===== src/rtl/modred_pkg.sv =====
// Shared types and helpers for the shift-subtract modular reducer.
package modred_pkg;

  localparam int STATE_W = 2;

  typedef enum logic [STATE_W-1:0] {
    IDLE = 2'd0,
    ITER = 2'd1,
    FIX  = 2'd2,
    DONE = 2'd3
  } state_t;

  // Counter width needed to hold DATA_WIDTH iterations.
  function automatic int cnt_width(input int data_width);
    return $clog2(data_width + 1);
  endfunction

endpackage


===== src/rtl/modred_if.sv =====
// Request/response bundle for modred_seq; DUT takes the slave side.
interface modred_if #(
  parameter int DATA_WIDTH = 32
);
  logic                         start;
  logic signed [DATA_WIDTH-1:0] m;
  logic        [DATA_WIDTH-1:0] p;
  logic        [DATA_WIDTH-1:0] m_mod_p;
  logic        [DATA_WIDTH-1:0] m_centered;
  logic                         ready;
  logic                         busy;
  logic                         done;
  logic                         err;

  modport master (
    output start, m, p,
    input  m_mod_p, m_centered, ready, busy, done, err
  );

  modport slave (
    input  start, m, p,
    output m_mod_p, m_centered, ready, busy, done, err
  );
endinterface


===== src/rtl/modred_step.sv =====
// One conditional-subtract step of the restoring reduction: rem = (t >= p) ? t - p : t.
module modred_step #(
  parameter int DATA_WIDTH = 32
) (
  input  logic [DATA_WIDTH:0]   t,
  input  logic [DATA_WIDTH-1:0] p,
  output logic [DATA_WIDTH-1:0] rem
);
  logic                  ge;
  logic [DATA_WIDTH-1:0] diff;

  // t < 2p always holds, so the difference fits in DATA_WIDTH bits.
  assign ge   = (t >= {1'b0, p});
  assign diff = t[DATA_WIDTH-1:0] - p;
  assign rem  = ge ? diff : t[DATA_WIDTH-1:0];
endmodule


===== src/rtl/modred_seq.sv =====
// Sequential signed modular reducer: residue in [0,p) after DATA_WIDTH+1 cycles.
// Optional centred residue output enabled by MODRED_CENTERED_EN.
module modred_seq
  import modred_pkg::*;
#(
  parameter int DATA_WIDTH = 32,
  parameter int CNT_WIDTH  = cnt_width(DATA_WIDTH)
) (
  input  logic   clk,
  input  logic   rst,
  modred_if.slave bus
);
  state_t                state, state_n;
  logic                  accept;
  logic                  sign;
  logic [DATA_WIDTH-1:0] mag, p_q, rem, rem_n, canon, res_q;
  logic [CNT_WIDTH-1:0]  cnt;
  logic                  err_q;

  assign accept = bus.start && (state == IDLE || state == DONE);

  modred_step #(.DATA_WIDTH(DATA_WIDTH)) u_step (
    .t   ({rem, mag[DATA_WIDTH-1]}),
    .p   (p_q),
    .rem (rem_n)
  );

  // Negative operands fold back as p - |m| mod p, except an exact multiple.
  assign canon = (sign && rem != '0) ? (p_q - rem) : rem;

  always_comb begin
    state_n = state;
    case (state)
      IDLE, DONE: begin
        if (accept)             state_n = (bus.p == '0) ? DONE : ITER;
        else if (state == DONE) state_n = IDLE;
      end
      ITER:    if (cnt == CNT_WIDTH'(1)) state_n = FIX;
      FIX:     state_n = DONE;
      default: state_n = IDLE;
    endcase
  end

  always_ff @(posedge clk or negedge rst) begin
    if (!rst) state <= IDLE;
    else      state <= state_n;
  end

  always_ff @(posedge clk or negedge rst) begin
    if (!rst) begin
      sign  <= 1'b0;
      mag   <= '0;
      p_q   <= '0;
      rem   <= '0;
      cnt   <= '0;
      res_q <= '0;
      err_q <= 1'b0;
    end else if (accept) begin
      sign  <= bus.m[DATA_WIDTH-1];
      mag   <= bus.m[DATA_WIDTH-1] ? $unsigned(-bus.m) : $unsigned(bus.m);
      p_q   <= bus.p;
      rem   <= '0;
      cnt   <= CNT_WIDTH'(DATA_WIDTH);
      res_q <= '0;
      err_q <= (bus.p == '0);
    end else if (state == ITER) begin
      rem <= rem_n;
      mag <= mag << 1;
      cnt <= cnt - CNT_WIDTH'(1);
    end else if (state == FIX) begin
      res_q <= canon;
    end
  end

`ifdef MODRED_CENTERED_EN
  logic [DATA_WIDTH-1:0] cent_q;

  always_ff @(posedge clk or negedge rst) begin
    if (!rst)                cent_q <= '0;
    else if (accept)         cent_q <= '0;
    else if (state == FIX)   cent_q <= (canon > (p_q >> 1)) ? (canon - p_q) : canon;
  end

  assign bus.m_centered = cent_q;
`else
  assign bus.m_centered = '0;
`endif

  assign bus.m_mod_p = res_q;
  assign bus.err     = err_q;
  assign bus.ready   = (state == IDLE) || (state == DONE);
  assign bus.busy    = (state == ITER) || (state == FIX);
  assign bus.done    = (state == DONE);
endmodule


===== src/flat_wrapper.sv =====
// flat-port wrapper written by rule: the top's interface ports become plain ports
module modred_seq_flat import modred_pkg::*;
#(
  parameter int DATA_WIDTH = 32,
  parameter int CNT_WIDTH  = cnt_width(DATA_WIDTH)
)
  (clk, rst, bus_start, bus_m, bus_p, bus_m_mod_p, bus_m_centered, bus_ready, bus_busy, bus_done, bus_err);
  modred_if #(.DATA_WIDTH(DATA_WIDTH)) bus_i ();
  input  logic clk;
  input  logic rst;
  input wire logic [$bits(bus_i.start)-1:0] bus_start;
  input wire logic [$bits(bus_i.m)-1:0] bus_m;
  input wire logic [$bits(bus_i.p)-1:0] bus_p;
  output wire logic [$bits(bus_i.m_mod_p)-1:0] bus_m_mod_p;
  output wire logic [$bits(bus_i.m_centered)-1:0] bus_m_centered;
  output wire logic [$bits(bus_i.ready)-1:0] bus_ready;
  output wire logic [$bits(bus_i.busy)-1:0] bus_busy;
  output wire logic [$bits(bus_i.done)-1:0] bus_done;
  output wire logic [$bits(bus_i.err)-1:0] bus_err;
  assign bus_i.start = bus_start;
  assign bus_i.m = bus_m;
  assign bus_i.p = bus_p;
  assign bus_m_mod_p = bus_i.m_mod_p;
  assign bus_m_centered = bus_i.m_centered;
  assign bus_ready = bus_i.ready;
  assign bus_busy = bus_i.busy;
  assign bus_done = bus_i.done;
  assign bus_err = bus_i.err;
  modred_seq #(.DATA_WIDTH(DATA_WIDTH), .CNT_WIDTH(CNT_WIDTH)) u_core (.clk(clk), .rst(rst), .bus(bus_i));
endmodule

===== config.mk =====
export PLATFORM = sky130hd
export DESIGN_NAME = modred_seq_flat
export DESIGN_NICKNAME = d
export VERILOG_FILES = /design/src/rtl/modred_pkg.sv /design/src/rtl/modred_if.sv /design/src/rtl/modred_step.sv /design/src/rtl/modred_seq.sv /design/src/flat_wrapper.sv
export SDC_FILE = /design/constraint.sdc
export NUM_CORES = 1
export LEC_CHECK = 0
export ABC_AREA = 1
export CORE_MARGIN = 2
export CORE_UTILIZATION = 35
export DETAILED_ROUTE_END_ITERATION = 6
export GPL_TIMING_DRIVEN = 0
export PLACE_DENSITY = 0.64
export SETUP_SLACK_MARGIN = 0.15
export SLEW_MARGIN = 40
export SYNTH_ARGS = -nofsm -noshare
export SYNTH_HDL_FRONTEND = slang
export SYNTH_SLANG_ARGS = --single-unit

===== constraint.sdc =====
create_clock -name clk -period 3.35 [get_ports clk]
set_input_delay 0.67 -clock clk [delete_from_list [all_inputs] [get_ports clk]]
set_output_delay 0.67 -clock clk [all_outputs]
set_load 0.05 [all_outputs]

# Word-level counts from Yosys, hierarchy flattened
# Index checks and enable logic that the tools add are counted.
# word_totals
reg_bits,138
input_bits,67
output_inout_bits,68
word_cells,49
# op_classes
n_mux,17
n_eq_ne,7
order_cmp,1
addsub,4
reduce_logical,12
# ops
op,n
$mux 32,10
$sub 32x32->32,2
$ge 33x32->1,1
$logic_not 32->1,1
$neg 32->32,1
$reduce_bool 32->1,1
$mux 6,2
$mux 2,4
$eq 6x1->1 const B,1
$pmux 2 s3,1
$sub 6x1->6 const B,1
$eq 2x2->1 const B,2
$ne 2x1->1 const B,2
$reduce_and 2->1,2
$reduce_bool 2->1,2
$ne 3x2->1 const B,1
$eq 2x1->1 const B,1
$logic_and 1x1->1,2
$logic_not 2->1,1
$logic_or 1x1->1,2
$reduce_or 2->1,1

# Logic depth before layout (Yosys ltp)
# depth
word_depth,6
ltp_mapped,17
depth_no_buf,16

# Modules after synthesis
# A second synthesis with hierarchy kept.
# unflattened
cells_unflattened,2144
area_unflattened_um2,13003.7
# by_module_without_submodules
mod,n_inst,cells_each,area_per_inst_um2
modred_seq,1,1494,9809.4
modred_step,1,650,3194.3

# Least setup slack after synthesis
# OpenSTA, ideal clock, no wires.
# synth_timing
path_type,register to register
start,register u_core.state[0]
end,register u_core.mag[18]
path_stages_with_launch,11
t_arrival_ps,2268
setup_time_ps,129
synth_period_minus_slack_ps,2397
slack_ps,953
required_ps,3221
path_cell_list,dfrtp_1 inv_1 ha_1 inv_2 nand2_1 inv_2 nor2_1 inv_1 clkbuf_1 o22ai_1 o21bai_1
# synth_via
elab_chain_cells,4
word_cells_on_any_way,7
cone_classes,eq/ne: 2; mux: 1; reduce/logical: 4
# synth_lines
item,line_no,text
from (decl),modred_seq.sv:13,"state_t state, state_n;"
from (signal assigned),modred_seq.sv:46,else state <= state_n;
$eq 2x2->1 or $logic_not 2->1 (tied branches),-,
$logic_or 1x1->1 *,-,
net bus_ready,flat_wrapper.sv:16,output wire logic [$bits(bus_i.ready)-1:0] bus_ready;
$logic_and 1x1->1 *,modred_seq.sv:20,assign accept = bus.start && (state == IDLE || state == DONE);
$mux 32 or $reduce_bool 2->1 (tied branches),-,
to (signal assigned),modred_seq.sv:60,mag <= bus.m[DATA_WIDTH-1] ? $unsigned(-bus.m) : $unsigned(bus.m);
to (signal assigned),modred_seq.sv:68,mag <= mag << 1;
to (decl),modred_seq.sv:16,"logic [DATA_WIDTH-1:0] mag, p_q, rem, rem_n, canon, res_q;"
# The timed path passes the listed nets; every way through them passes the cells marked *.
# A chain may end at the register's enable or synchronous reset.

# Worst setup path in the final report
# layout_timing
start,register u_core.state[0]
end,output bus_ready
# layout_via
elab_chain_cells,2
word_cells_on_any_way,3
cone_classes,eq/ne: 1; reduce/logical: 2
# layout_lines
item,line_no,text
$eq 2x2->1 or $logic_not 2->1 (tied branches),modred_seq.sv:91,assign bus.ready = (state == IDLE) || (state == DONE);
$logic_or 1x1->1 *,modred_seq.sv:91,
to (decl),flat_wrapper.sv:16,
# Mark *: on every way between the ends. The rest lies on a longest branch, timed or not.

==> metrics.md <==
| Metric | Value |
|---|---|
| Status | finished, final reports clean |
| Initial antenna violation count | 0 |
| # diodes | 0 |
| Fin area | 14,800 µm² |
| Fin. Hold Viols | 0 |
| Clock Sinks | ~140 |
| CP Class | reg -> out |
| HPWL after DPL | roughly 35,000 µm |
| Initial DRC count | 995 |
| Number of synthesized flops with an enable pin | 0 |
| Fin crit share | 0.850 |
| Final setup violation count | 0 |
| Post-route DRC | 0 |
| FFs w/ async S/R, synth | 1.00 |
| Number of synthesized register bits | between 100 and 150 |
| Syn Inst Count | around 2,000 |
| Synth Cell Area | between 10,000 and 15,000 µm² |
| # port buffers | just over 100 |
| Largest net degree at the start of global routing | 70 |
| Placeable Area | around 35,000 µm² |
| Max layer used | met4 |
| CTS tree | built |
| Vias in the first global route | ~13,000 |
| Slowest stage delay, CP | approximately 0.80 ns |
| Initial core utilization | 0.358 |
| Crit path required time | between 2 and 3 ns |
| Post-synth cell types | 48 |
| Worst-Skew Late Latency | about 0.44 ns |
| Relative slew slack | 0.503 |
| Hold_ws | 0.478 ns |
| Root buf cell | clkbuf_16 |
| Clock Skew | ~0.011 ns |
| WL final | ~43,000 µm |
| Critical path cell sequence | inv_1 -> ha_1 -> inv_2 -> clkdlybuf4s50_1 |
| DR pass1 iterations | 6 |
| Post-route ant nets | 0 |
| Placed Area | about 14,000 µm² |
| CP Max Fanout | 4 |
| Slowest cell on the critical path | clkdlybuf4s50_1 |
| Postcts setup bufs | 0 |
| Metal-1 WL | a little under 20,000 µm |
| # rows | 68 |
| Area grow syn2layout | 19.1% |
| Clock period minus worst slack | approximately 2.8 ns |
| Total GRT Usage | 0.238 |
| Avg Cell Area, Syn | between 6 and 7 µm² |
| RSZ-0062 raised after global routing | false |
| Register area share after synthesis | 0.278 |
| Max-slew violation count | 0 |
| Worst Path Arrival | ~2.2 ns |
| Met2 wire len | about 20,000 µm |
| Wire per inst | between 15 and 20 µm |
| Die span in x | roughly 190 µm |
| Vias | around 13,000 |
| Crit. End Element | output port |
| Worst Setup Start Kind | flop |
| Worst Hold Class | reg -> reg |
| Synth Flop Type | dfrtp_1 |
| Placer Congestion | around 0.92 |
| Share of layout cells above drive strength 1 | 0.0568 |
| Chip height | 192 µm |
| Max-cap violation count | 0 |
| Die Area | approximately 37,000 µm² |
| Yosys warns | 0 |
| Grt total ovfl | 0 |
| Worst slew pin tran | approximately 0.75 ns |
| Clk slew on worst S/H paths | roughly 0.060 ns |
| Routed vias/inst | 5.00 |
| Layout Nets | around 2,300 |
| Met3 wire length | between 2000 and 3000 µm |
| First-pass GRT wire length | about 68,000 µm |
| Fmax | 0.351 GHz |
| # H-tree levels | 4 |
| Inserted Clock Buffers | 17 |
| Top-Level Pins | ~140 |
| Max clock buf depth | 2 |
## synthesized netlist by cell type (2+ instances only)
| cell | n | area (µm²) |
|---|---|---|
| ha_1 | 71 | 888 |
| and2_1 | 3 | 18.8 |
| nor2_2 | 9 | 56.3 |
| a21oi_1 | 78 | 390 |
| xnor2_1 | 17 | 149 |
| inv_1 | 362 | 1360 |
| nand3_2 | 6 | 60.1 |
| nand2_1 | 721 | 2710 |
| o21ai_1 | 12 | 60.1 |
| o211ai_1 | 9 | 67.6 |
| buf_2 | 12 | 60.1 |
| nor2_1 | 126 | 473 |
| dfrtp_1 | 138 | 3450 |
| nand3b_1 | 3 | 22.5 |
| xor2_1 | 5 | 43.8 |
| o21ai_0 | 77 | 385 |
| clkbuf_1 | 28 | 105 |
| inv_2 | 7 | 26.3 |
| a22oi_1 | 2 | 15.0 |
| nand2_4 | 2 | 22.5 |
| o22ai_1 | 11 | 68.8 |
| nor4_1 | 13 | 81.3 |
| nand4_1 | 19 | 119 |
| buf_1 | 3 | 11.3 |
| buf_6 | 5 | 56.3 |
| o221ai_1 | 10 | 87.6 |
| o21a_1 | 2 | 15.0 |
| fa_1 | 2 | 40.0 |
| nand3_1 | 194 | 971 |
| nand2_2 | 7 | 43.8 |
| nor3_1 | 16 | 80.1 |
| buf_4 | 32 | 240 |
| or2_2 | 4 | 25.0 |
| o21bai_1 | 10 | 75.1 |
| a21oi_2 | 2 | 17.5 |
| a21boi_0 | 2 | 15.0 |
## cell families (layout without fill, tap and decap cells)
| family | after synthesis | in the layout | synth area share |
|---|---|---|---|
| flops | 138 | 138 | 0.278 |
| simple gates | 1129 | 1129 | 0.382 |
| buf+inv | 449 | 585 | 0.150 |
| other cells | 1 | 32 | 0.000302 |
| xor+xnor | 22 | 22 | 0.0155 |
| compound gates | 220 | 220 | 0.0996 |
| fa+ha+maj | 73 | 73 | 0.0748 |
## stage by stage
stage	util	TNS (ns)	setup WS (ns)	instances
2_1_floorplan	-	0	0.953	2063
3_5_place_dp	0.409	0	0.409	2622
4_1_cts	0.426	0	0.475	2654
6_report	0.426	0	0.502	2654
3_3_place_gp	0.407	-563.73	-4.10	2620
5_1_grt	0.426	0	0.327	2654
## critical path: cells and delay by family, from the launching register on
kind / cells / cell delay, ns
buffers and inverters: 3 / 0.97
DFF: 1 / 0.40
adders and majority gates: 1 / 0.36
## path summary, 6_finish.rpt
| path | slack [ns] | cells after the start | from | to |
|---|---|---|---|---|
| min in group asynchronous | 0.60 | 2 | rst | u_core.state[1]$_DFFE_PN0P_ |
| min | 0.48 | 2 | u_core.bus.m_mod_p[22]$_DFFE_PN0P_ | u_core.bus.m_mod_p[22]$_DFFE_PN0P_ |
| max reg2reg | 0.54 | 9 | u_core.state[0]$_DFFE_PN0P_ | u_core.p_q[21]$_DFFE_PN0P_ |
| max | 0.50 | 4 | u_core.state[0]$_DFFE_PN0P_ | bus_ready |
| min reg2reg | 0.48 | 2 | u_core.bus.m_mod_p[22]$_DFFE_PN0P_ | u_core.bus.m_mod_p[22]$_DFFE_PN0P_ |
| max in group asynchronous | 1.84 | 4 | rst | u_core.bus.m_mod_p[24]$_DFFE_PN0P_ |
## registers in the layout (all words and copies together), names as in the netlist
register / flops
u_core.rem: 32
u_core.p_q: 32
u_core.state: 2
u_core.bus.m_mod_p: 32
u_core.sign: 1
u_core.cnt: 6
u_core.mag: 32
u_core.bus.err: 1
## cell usage in the layout, fill, tap and decap left out, types with 4 or more instances in the layout
| master | count |
|---|---|
| a21oi_1 | 78 |
| buf_2 | 12 |
| buf_4 | 32 |
| buf_6 | 5 |
| clkbuf_1 | 28 |
| clkbuf_16 | 17 |
| clkdlybuf4s50_1 | 101 |
| conb_1 | 32 |
| dfrtp_1 | 138 |
| ha_1 | 71 |
| inv_1 | 362 |
| inv_2 | 7 |
| nand2_1 | 721 |
| nand2_2 | 7 |
| nand3_1 | 194 |
| nand3_2 | 6 |
| nand4_1 | 19 |
| nor2_1 | 126 |
| nor2_2 | 9 |
| nor3_1 | 16 |
| nor4_1 | 13 |
| o211ai_1 | 9 |
| o21ai_0 | 77 |
| o21ai_1 | 12 |
| o21bai_1 | 10 |
| o221ai_1 | 10 |
| o22ai_1 | 11 |
| or2_2 | 4 |
| xnor2_1 | 17 |
| xor2_1 | 5 |
## per-layer routing
metal	vias up	track usage
met1	6120	0.315
met5	-	0
met2	471	0.395
met3	77	0.0396
li1	6609	-
met4	0	0.0763
## area by class of cell
class / instances / area, µm²
Buffer: 80 / 473
Clock buffer: 19 / 453
Clock inverter: 12 / 139
Fill cell: 3754 / 19900
Inverter: 369 / 1390
Multi-Input combinational cell: 1476 / 7220
Sequential cell: 138 / 3450
Tap cell: 455 / 569
Timing Repair Buffer: 105 / 1090
## what timing repair did
item                                   4_1_cts  5_1_grt
gates resized for setup                      0        0
hold buffers                                 1        0
endpoints found under the hold margin        2        0
Power is not shown: default switching activity piles up to over one toggle a cycle in this logic, so the estimate is an artifact.
